$ cat config.mk
export PLATFORM = sky130hd
export DESIGN_NAME = i2c_lcd_sequencer
export DESIGN_NICKNAME = d
export VERILOG_FILES = /design/src/rtl/i2c_lcd_sequencer_pkg.sv /design/src/rtl/i2c_lcd_sequencer_us_delay_timer.sv /design/src/rtl/i2c_lcd_sequencer.sv
export SDC_FILE = /design/constraint.sdc
export NUM_CORES = 1
export LEC_CHECK = 0
export BUFFER_PORTS_ARGS = -buffer_cell sky130_fd_sc_hd__clkbuf_2
export CORE_ASPECT_RATIO = 0.6
export CORE_MARGIN = 2
export CORE_UTILIZATION = 60
export DETAILED_ROUTE_END_ITERATION = 12
export GPL_TIMING_DRIVEN = 0
export PLACE_DENSITY = 0.79
export SYNTH_ARGS = -nofsm -noshare
export SYNTH_HDL_FRONTEND = slang
export SYNTH_SLANG_ARGS = --single-unit
$ cat constraint.sdc
create_clock -name clk -period 5.2 [get_ports clk]
set_input_delay 0.78 -clock clk [delete_from_list [all_inputs] [get_ports clk]]
set_output_delay 0.78 -clock clk [all_outputs]
set_load 0.02 [all_outputs]
$ cat src/rtl/i2c_lcd_sequencer_pkg.sv
// Shared types and constants for the PCF8574/HD44780 I2C LCD sequencer.
// Holds the op and state encodings, PCF8574 bit positions, the power-up ROM and delay constants.
// Used by i2c_lcd_sequencer and us_delay_timer.
package lcd_i2c_pkg;

  typedef enum logic [1:0] {
    OP_START = 2'd0,
    OP_WRITE = 2'd1,
    OP_STOP  = 2'd2
  } op_e;

  typedef enum logic [2:0] {
    ST_PWRUP_WAIT,
    ST_INIT_LOAD,
    ST_ISSUE,
    ST_WAIT_DONE,
    ST_DELAY,
    ST_IDLE,
    ST_ERR_STOP
  } state_e;

  // PCF8574 output byte layout: {D7..D4, BL, EN, RW, RS}
  localparam int PCF_RS = 0;
  localparam int PCF_RW = 1;
  localparam int PCF_EN = 2;
  localparam int PCF_BL = 3;

  localparam logic [15:0] PWRUP_US = 16'd50000;
  localparam logic [15:0] SLOW_US  = 16'd2000;  // clear / home instructions
  localparam logic [15:0] FAST_US  = 16'd50;

  // Frame op index: 0 START, 1 ADDR, 2..5 data bytes, 6 STOP
  localparam logic [2:0] IDX_START = 3'd0;
  localparam logic [2:0] IDX_NIB_LAST = 3'd3;
  localparam logic [2:0] IDX_STOP  = 3'd6;
  localparam logic [2:0] INIT_LAST = 3'd7;

  typedef struct packed {
    logic        is_byte;
    logic [7:0]  val;
    logic [15:0] us;
  } init_step_t;

  function automatic init_step_t init_rom(input logic [2:0] step);
    init_step_t s;
    s = '{is_byte: 1'b0, val: 8'h03, us: 16'd4100};
    case (step)
      3'd0: s = '{is_byte: 1'b0, val: 8'h03, us: 16'd4100};
      3'd1: s = '{is_byte: 1'b0, val: 8'h03, us: 16'd100};
      3'd2: s = '{is_byte: 1'b0, val: 8'h03, us: 16'd100};
      3'd3: s = '{is_byte: 1'b0, val: 8'h02, us: 16'd100};
      3'd4: s = '{is_byte: 1'b1, val: 8'h28, us: FAST_US};
      3'd5: s = '{is_byte: 1'b1, val: 8'h0C, us: FAST_US};
      3'd6: s = '{is_byte: 1'b1, val: 8'h01, us: SLOW_US};
      3'd7: s = '{is_byte: 1'b1, val: 8'h06, us: FAST_US};
      default: s = '{is_byte: 1'b0, val: 8'h03, us: 16'd4100};
    endcase
    return s;
  endfunction

  function automatic logic [7:0] pcf_byte(input logic [3:0] nib, input logic bl,
                                          input logic en, input logic rs);
    logic [7:0] b;
    b = '0;
    b[7:4]   = nib;
    b[PCF_BL] = bl;
    b[PCF_EN] = en;
    b[PCF_RW] = 1'b0;
    b[PCF_RS] = rs;
    return b;
  endfunction

endpackage

$ cat src/rtl/i2c_lcd_sequencer_us_delay_timer.sv
// Microsecond delay timer: a CLK_HZ/1e6 prescaler feeding a 16-bit microsecond down-counter.
// Latency: o_expired is high in the last cycle of an i_us-microsecond interval started by i_load.
// No backpressure; i_load restarts the interval at any time.
// Ports: clk, rst (async active-low), i_load, i_us[15:0], o_expired.
module us_delay_timer
  import lcd_i2c_pkg::*;
#(
  parameter int unsigned CLK_HZ = 50_000_000
) (
  input  logic        clk,
  input  logic        rst,
  input  logic        i_load,
  input  logic [15:0] i_us,
  output logic        o_expired
);

  localparam int unsigned PRE    = (CLK_HZ / 1_000_000 < 1) ? 1 : CLK_HZ / 1_000_000;
  localparam logic [31:0] PRE_M1 = PRE - 1;

  logic [31:0] r_pre;
  logic [15:0] r_us;
  logic        r_run;
  logic        w_tick;

  assign w_tick    = r_run && (r_pre == '0);
  // A zero-length request expires on the first tick, like a one-microsecond one.
  assign o_expired = w_tick && (r_us <= 16'd1);

  always_ff @(posedge clk or negedge rst) begin
    if (!rst) begin
      r_pre <= '0;
      r_us  <= '0;
      r_run <= 1'b0;
    end else if (i_load) begin
      r_pre <= PRE_M1;
      r_us  <= i_us;
      r_run <= 1'b1;
    end else if (r_run) begin
      if (r_pre != '0) begin
        r_pre <= r_pre - 32'd1;
      end else begin
        r_pre <= PRE_M1;
        if (r_us <= 16'd1) r_run <= 1'b0;
        else               r_us  <= r_us - 16'd1;
      end
    end
  end

endmodule

$ cat src/rtl/i2c_lcd_sequencer.sv
// Expands LCD writes into PCF8574 I2C frames for a byte-level master and runs the HD44780 4-bit power-up.
// Latency: write accepted at edge k gives START on m_valid at k+1; next op one cycle after each m_done.
// Backpressure: m_valid/m_op/m_data held until m_ready; wr_ready only in IDLE after init.
// Ports: clk, rst (async active-low); user wr_valid/wr_ready/wr_rs/wr_data; status init_done/busy/err;
//        master m_valid/m_ready/m_op/m_data/m_done/m_nack.
module i2c_lcd_sequencer
  import lcd_i2c_pkg::*;
#(
  parameter int unsigned CLK_HZ    = 50_000_000,
  parameter logic [6:0]  DEV_ADDR  = 7'h27,
  parameter logic        BACKLIGHT = 1'b1
) (
  input  logic       clk,
  input  logic       rst,
  input  logic       wr_valid,
  output logic       wr_ready,
  input  logic       wr_rs,
  input  logic [7:0] wr_data,
  output logic       init_done,
  output logic       busy,
  output logic       err,
  output logic       m_valid,
  input  logic       m_ready,
  output logic [1:0] m_op,
  output logic [7:0] m_data,
  input  logic       m_done,
  input  logic       m_nack
);

  state_e      r_state, w_state;
  logic [2:0]  r_step, w_step;
  logic [2:0]  r_idx, w_idx;
  logic        r_init, w_init;     // current frame belongs to the power-up sequence
  logic        r_nib, w_nib;       // nibble-only frame (early init steps)
  logic        r_rs, w_rs;
  logic [7:0]  r_byte, w_byte;
  logic [15:0] r_dly, w_dly;
  logic        r_abort, w_abort;   // the STOP in flight closes a NACKed frame
  logic        r_err, w_err;
  logic        r_done, w_done;
  logic        r_armed;            // power-up timer already loaded in this PWRUP_WAIT visit
  logic        w_tmr_load;
  logic [15:0] w_tmr_us;
  logic        w_expired;
  init_step_t  w_rom;
  op_e         w_op;
  logic [7:0]  w_dat;

  us_delay_timer #(.CLK_HZ(CLK_HZ)) u_timer (
    .clk       (clk),
    .rst       (rst),
    .i_load    (w_tmr_load),
    .i_us      (w_tmr_us),
    .o_expired (w_expired)
  );

  always_ff @(posedge clk or negedge rst) begin
    if (!rst) begin
      r_state <= ST_PWRUP_WAIT;
      r_step  <= '0;
      r_idx   <= '0;
      r_init  <= 1'b0;
      r_nib   <= 1'b0;
      r_rs    <= 1'b0;
      r_byte  <= '0;
      r_dly   <= '0;
      r_abort <= 1'b0;
      r_err   <= 1'b0;
      r_done  <= 1'b0;
      r_armed <= 1'b0;
    end else begin
      r_state <= w_state;
      r_step  <= w_step;
      r_idx   <= w_idx;
      r_init  <= w_init;
      r_nib   <= w_nib;
      r_rs    <= w_rs;
      r_byte  <= w_byte;
      r_dly   <= w_dly;
      r_abort <= w_abort;
      r_err   <= w_err;
      r_done  <= w_done;
      r_armed <= (r_state == ST_PWRUP_WAIT);
    end
  end

  always_comb begin
    w_state    = r_state;
    w_step     = r_step;
    w_idx      = r_idx;
    w_init     = r_init;
    w_nib      = r_nib;
    w_rs       = r_rs;
    w_byte     = r_byte;
    w_dly      = r_dly;
    w_abort    = r_abort;
    w_err      = r_err;
    w_done     = r_done;
    w_tmr_load = 1'b0;
    w_tmr_us   = r_dly;
    w_rom      = init_rom(r_step);
    case (r_state)
      ST_PWRUP_WAIT: begin
        if (!r_armed) begin
          w_tmr_load = 1'b1;
          w_tmr_us   = PWRUP_US;
        end else if (w_expired) begin
          w_state = ST_INIT_LOAD;
          w_step  = '0;
          w_init  = 1'b1;
        end
      end
      ST_INIT_LOAD: begin
        w_nib   = !w_rom.is_byte;
        // Nibble steps sit in the high half so they share the hi-nibble ops.
        w_byte  = w_rom.is_byte ? w_rom.val : {w_rom.val[3:0], 4'h0};
        w_rs    = 1'b0;
        w_dly   = w_rom.us;
        w_idx   = IDX_START;
        w_abort = 1'b0;
        w_state = ST_ISSUE;
      end
      ST_IDLE: begin
        if (wr_valid && r_done) begin
          w_init  = 1'b0;
          w_nib   = 1'b0;
          w_rs    = wr_rs;
          w_byte  = wr_data;
          w_dly   = (!wr_rs && wr_data >= 8'h01 && wr_data <= 8'h03) ? SLOW_US : FAST_US;
          w_idx   = IDX_START;
          w_abort = 1'b0;
          w_state = ST_ISSUE;
        end
      end
      ST_ISSUE: begin
        if (m_ready) w_state = ST_WAIT_DONE;
      end
      ST_ERR_STOP: begin
        if (m_ready) begin
          w_state = ST_WAIT_DONE;
          w_idx   = IDX_STOP;
          w_abort = 1'b1;
        end
      end
      ST_WAIT_DONE: begin
        if (m_done) begin
          if (r_idx == IDX_STOP) begin
            if (r_abort) begin
              w_abort = 1'b0;
              if (r_init) begin
                w_state = ST_PWRUP_WAIT;
                w_step  = '0;
              end else begin
                w_state = ST_IDLE;
              end
            end else begin
              w_tmr_load = 1'b1;
              w_tmr_us   = r_dly;
              w_state    = ST_DELAY;
              if (!r_init) w_err = 1'b0;
            end
          end else if (m_nack && r_idx != IDX_START) begin
            w_err   = 1'b1;
            w_state = ST_ERR_STOP;
          end else begin
            w_idx   = (r_nib && r_idx == IDX_NIB_LAST) ? IDX_STOP : r_idx + 3'd1;
            w_state = ST_ISSUE;
          end
        end
      end
      ST_DELAY: begin
        if (w_expired) begin
          if (!r_init) begin
            w_state = ST_IDLE;
          end else if (r_step == INIT_LAST) begin
            w_state = ST_IDLE;
            w_done  = 1'b1;
            w_init  = 1'b0;
          end else begin
            w_step  = r_step + 3'd1;
            w_state = ST_INIT_LOAD;
          end
        end
      end
      default: w_state = ST_PWRUP_WAIT;
    endcase
  end

  always_comb begin
    w_op  = OP_STOP;
    w_dat = '0;
    case (r_idx)
      3'd0: w_op = OP_START;
      3'd1: begin w_op = OP_WRITE; w_dat = {DEV_ADDR, 1'b0}; end
      3'd2: begin w_op = OP_WRITE; w_dat = pcf_byte(r_byte[7:4], BACKLIGHT, 1'b1, r_rs); end
      3'd3: begin w_op = OP_WRITE; w_dat = pcf_byte(r_byte[7:4], BACKLIGHT, 1'b0, r_rs); end
      3'd4: begin w_op = OP_WRITE; w_dat = pcf_byte(r_byte[3:0], BACKLIGHT, 1'b1, r_rs); end
      3'd5: begin w_op = OP_WRITE; w_dat = pcf_byte(r_byte[3:0], BACKLIGHT, 1'b0, r_rs); end
      default: begin w_op = OP_STOP; w_dat = '0; end
    endcase
    m_valid = 1'b0;
    m_op    = OP_START;
    m_data  = '0;
    if (r_state == ST_ISSUE) begin
      m_valid = 1'b1;
      m_op    = w_op;
      m_data  = w_dat;
    end else if (r_state == ST_ERR_STOP) begin
      m_valid = 1'b1;
      m_op    = OP_STOP;
    end
  end

  assign wr_ready  = (r_state == ST_IDLE) && r_done;
  assign busy      = (r_state != ST_IDLE);
  assign init_done = r_done;
  assign err       = r_err;

endmodule
==> flow_summary.toml <==
[outcome]
status = "finished with violations"
failed_checks = "DRC"

[timing]
slew-limit-headroom_pct = 54.43
fmax_ghz = 0.3300
hold_viol = 0
final.min_clock_period_ps = 3030
setup_violations = 0
rsz0062_at_grt = "no"
fin_crit_sh_pct = 58.27
skew_ps = 9.724
maxSlewViolCount = 0
setup-tns-final_ps = 0
max_slew.worst_pin.slew_ps = 677.3

[route]
drtAntennaViolNets = 0
via_count = 4008
wirelength_um = 11450
routed_via_density = 6.119
drt_iter0_markers = 552
avgRoutedWirePerCell_um = 17.48
drt_first_pass_iters = 9
top_layer = "met4"
drc_errors = 1
wl_met3_um = 1028
met1Wirelength_um = 5598
wl_met2_um = 4710

[pwr]
netSwitchingPower_mw = 1.042
ir_drop_mv = 0.2561
fin_total_pwr_mw = 2.648
seq_power_share_pct = 36.4
cellPowerDensity_mw_per_mm2 = 504.5
pwr-share-clk_pct = 26.0
swShare_pct = 39.34
power.leakage_nw = 2.384
pwr-share-comb_pct = 37.6
internal-power_mw = 1.607

[synthesis]
muxShareOfSynthArea_pct = 1.788
synthAdderAreaFrac_pct = 4.063
yosysUniqueCellTypes = 65
synthCells = 505
syn_nets = 535
synth_edf_count = 0
synth.top_cell.area_share_pct = 42.80
synth_ff_type = "dfrtp_1"
synth_xor_xnor_area_share_pct = 7.205
netlist_area_mm2 = 0.004619
synth_compound_area_share_pct = 14.76
yosysTopAreaCell = "dfrtp_1"
ys_seq_area_share_pct = 42.80
yosys_warnings = 0
synth_top_family_by_area = "simple AND/OR/NAND/NOR gates"
ys_ff_latch = 79
ys_top_cells_by_area = "dfrtp_1 (43%), nor2_1 (5.4%), xor2_1 (4.6%)"
synthSimpleGateAreaFrac_pct = 25.51
synth.avg_cell_area_um2 = 9.147
async_reset_ff_share_pct = 100.0

[clock_tree]
clockBufferDepth = 2
clk_latency_ps = 340
post-cts-setup-buffers = 0
cts_made_buffers = 9
cts.clk_slew.worst_paths_ps = 60
post_cts_resized = 0
cts_tree = "yes"
clockRootBuffer = "clkbuf_16"
cts-htree-levels = 3
cts.sinks = 79
hold_buffers = 0

[place]
place.port_buffers = 29
place_inst = 639
dp_hpwl_um = 8415
gp_congestion = 0.9290
placed_area_mm2 = 0.004925

[final_layout]
nets = 576
diodes = 0
drive_gt1_share_pct = 13.07
layout_commonest_cell = "dfrtp_1"
multi_input_area_mm2 = 0.002464
fillers = 559
area_delta_synth_final_pct = 13.65
stdcell_area_mm2 = 0.005250
seq_area_mm2 = 0.001977
final_cell_count_no_fill = 655
layout_common_cells = "dfrtp_1 (79), nor2_1 (66), nand2_1 (46), a21oi_1 (30), clkbuf_2 (28)"

[global_route]
grt_overflow_total = 0
grt_pass1_vias = 3810
track_usage_pct = 29.83
grt_max_degree = 53
grt_pass1_wl_um = 19260
antenna_found_initial = 0

[floorplan]
core-area_mm2 = 0.007357
initial_core_util_pct = 62.79
fp.dieH_um = 71.97
std_cell_rows = 24
die_w_um = 117.3
ioPinCount = 30
die_area_mm2 = 0.008440

[setup_path]
r2r_start = "r_idx[0]"
cp-end-kind = "output pin"
ff2ff_setup_slack_ps = 2350
arrival_ps = 2250
path_max_fanout = 10
worstSetupPathType = "flop to output pin"
startpoint = "r_state[0]"
cp.required_ps = 4420
startpoint_type = "flop"

[job]
maxCapViolations = 0

[hold_path]
hold_class = "input pin to asynchronous set/reset pin"
[power groups by stage]
stage	sequential (mW)	clock, mW	combinational (mW)
2_1_floorplan	0.921	0	0.736
3_3_place_gp	0.954	0	0.937
3_5_place_dp	0.963	0	0.973
4_1_cts	0.957	0.697	0.981
5_1_grt	0.985	0.724	1.11
6_report	0.964	0.687	0.997
[worst max-delay path, cell delays in order (launching register included)]
cell	delay (ps)
dfrtp_1	380
buf_6	130
clkbuf_1	220
nor2b_1	460
nand2_1	200
a21o_1	240
nor2_1	110
clkbuf_2	170
[final timing paths]
| check | to | cells after the start |
|---|---|---|
| min in group clk | r_byte[1] | 2 |
| max in group asynchronous | u_timer.r_pre[29] | 2 |
| setup / recovery | m_data[5] | 7 |
| hold reg to reg | r_byte[1] | 2 |
| hold / removal | u_timer.r_pre[14] | 1 |
| setup reg to reg | u_timer.r_pre[25] | 9 |
[final cells by class]
class | count | area share (%)
plain buffers | 17 | 1.692
clock buffers | 13 | 4.957
clock inverters | 3 | 1.239
inverters | 24 | 1.716
multi-input cells | 385 | 46.93
flip-flops and latches | 79 | 37.65
well taps | 104 | 2.479
repair buffers | 30 | 3.337
[routing by layer]
layer	up-vias	GRT usage (%)
li1	1874	-
met3	15	7.937
met1	1956	48.16
met2	163	39.02
met5	-	0
met4	0	8.105
[through the flow]
stage	utilization [%]	setup WS, ps	hold slack (ps)
after floorplan	-	2527	449.9
after global placement	66.53	2353	469.3
after detailed placement	66.94	2373	479.7
after CTS	71.36	2222	405.2
after global routing	71.36	2066	420.1
final	71.36	2170	393.7
[synthesized netlist by cell type, types with 6 or more instances]
library cell and number:
mux2i_1 6, nand3_1 14, nand3b_1 6, xor2_1 24, xnor2_1 14, inv_1 23, nor4_1 10, a22oi_1 6
a21oi_1 30, clkbuf_1 9, nor3_1 20, dfrtp_1 79, a21o_1 6, ha_1 15, nand2_1 46, nor2_1 66
o21ai_0 20, nor2b_1 7, a22o_1 6, nand4_1 8
[state kept, by name, indices dropped and copies added (netlist names)]
signal         cells
err                1
init_done          1
r_abort            1
r_armed            1
r_byte             8
r_dly              7
r_idx              3
r_init             1
r_rs               1
r_state            3
r_step             3
u_timer.r_pre     32
u_timer.r_run      1
u_timer.r_us      16
[cell families after synthesis]
family | Yosys count
and+or+nand+nor | 223
DFF | 79
AOI/OAI and AO/OA | 101
adders and majority gates | 15
xor gates and xnor gates | 38
buffers and inverters | 41
muxes | 8
(Power assumes the default switching activity.)
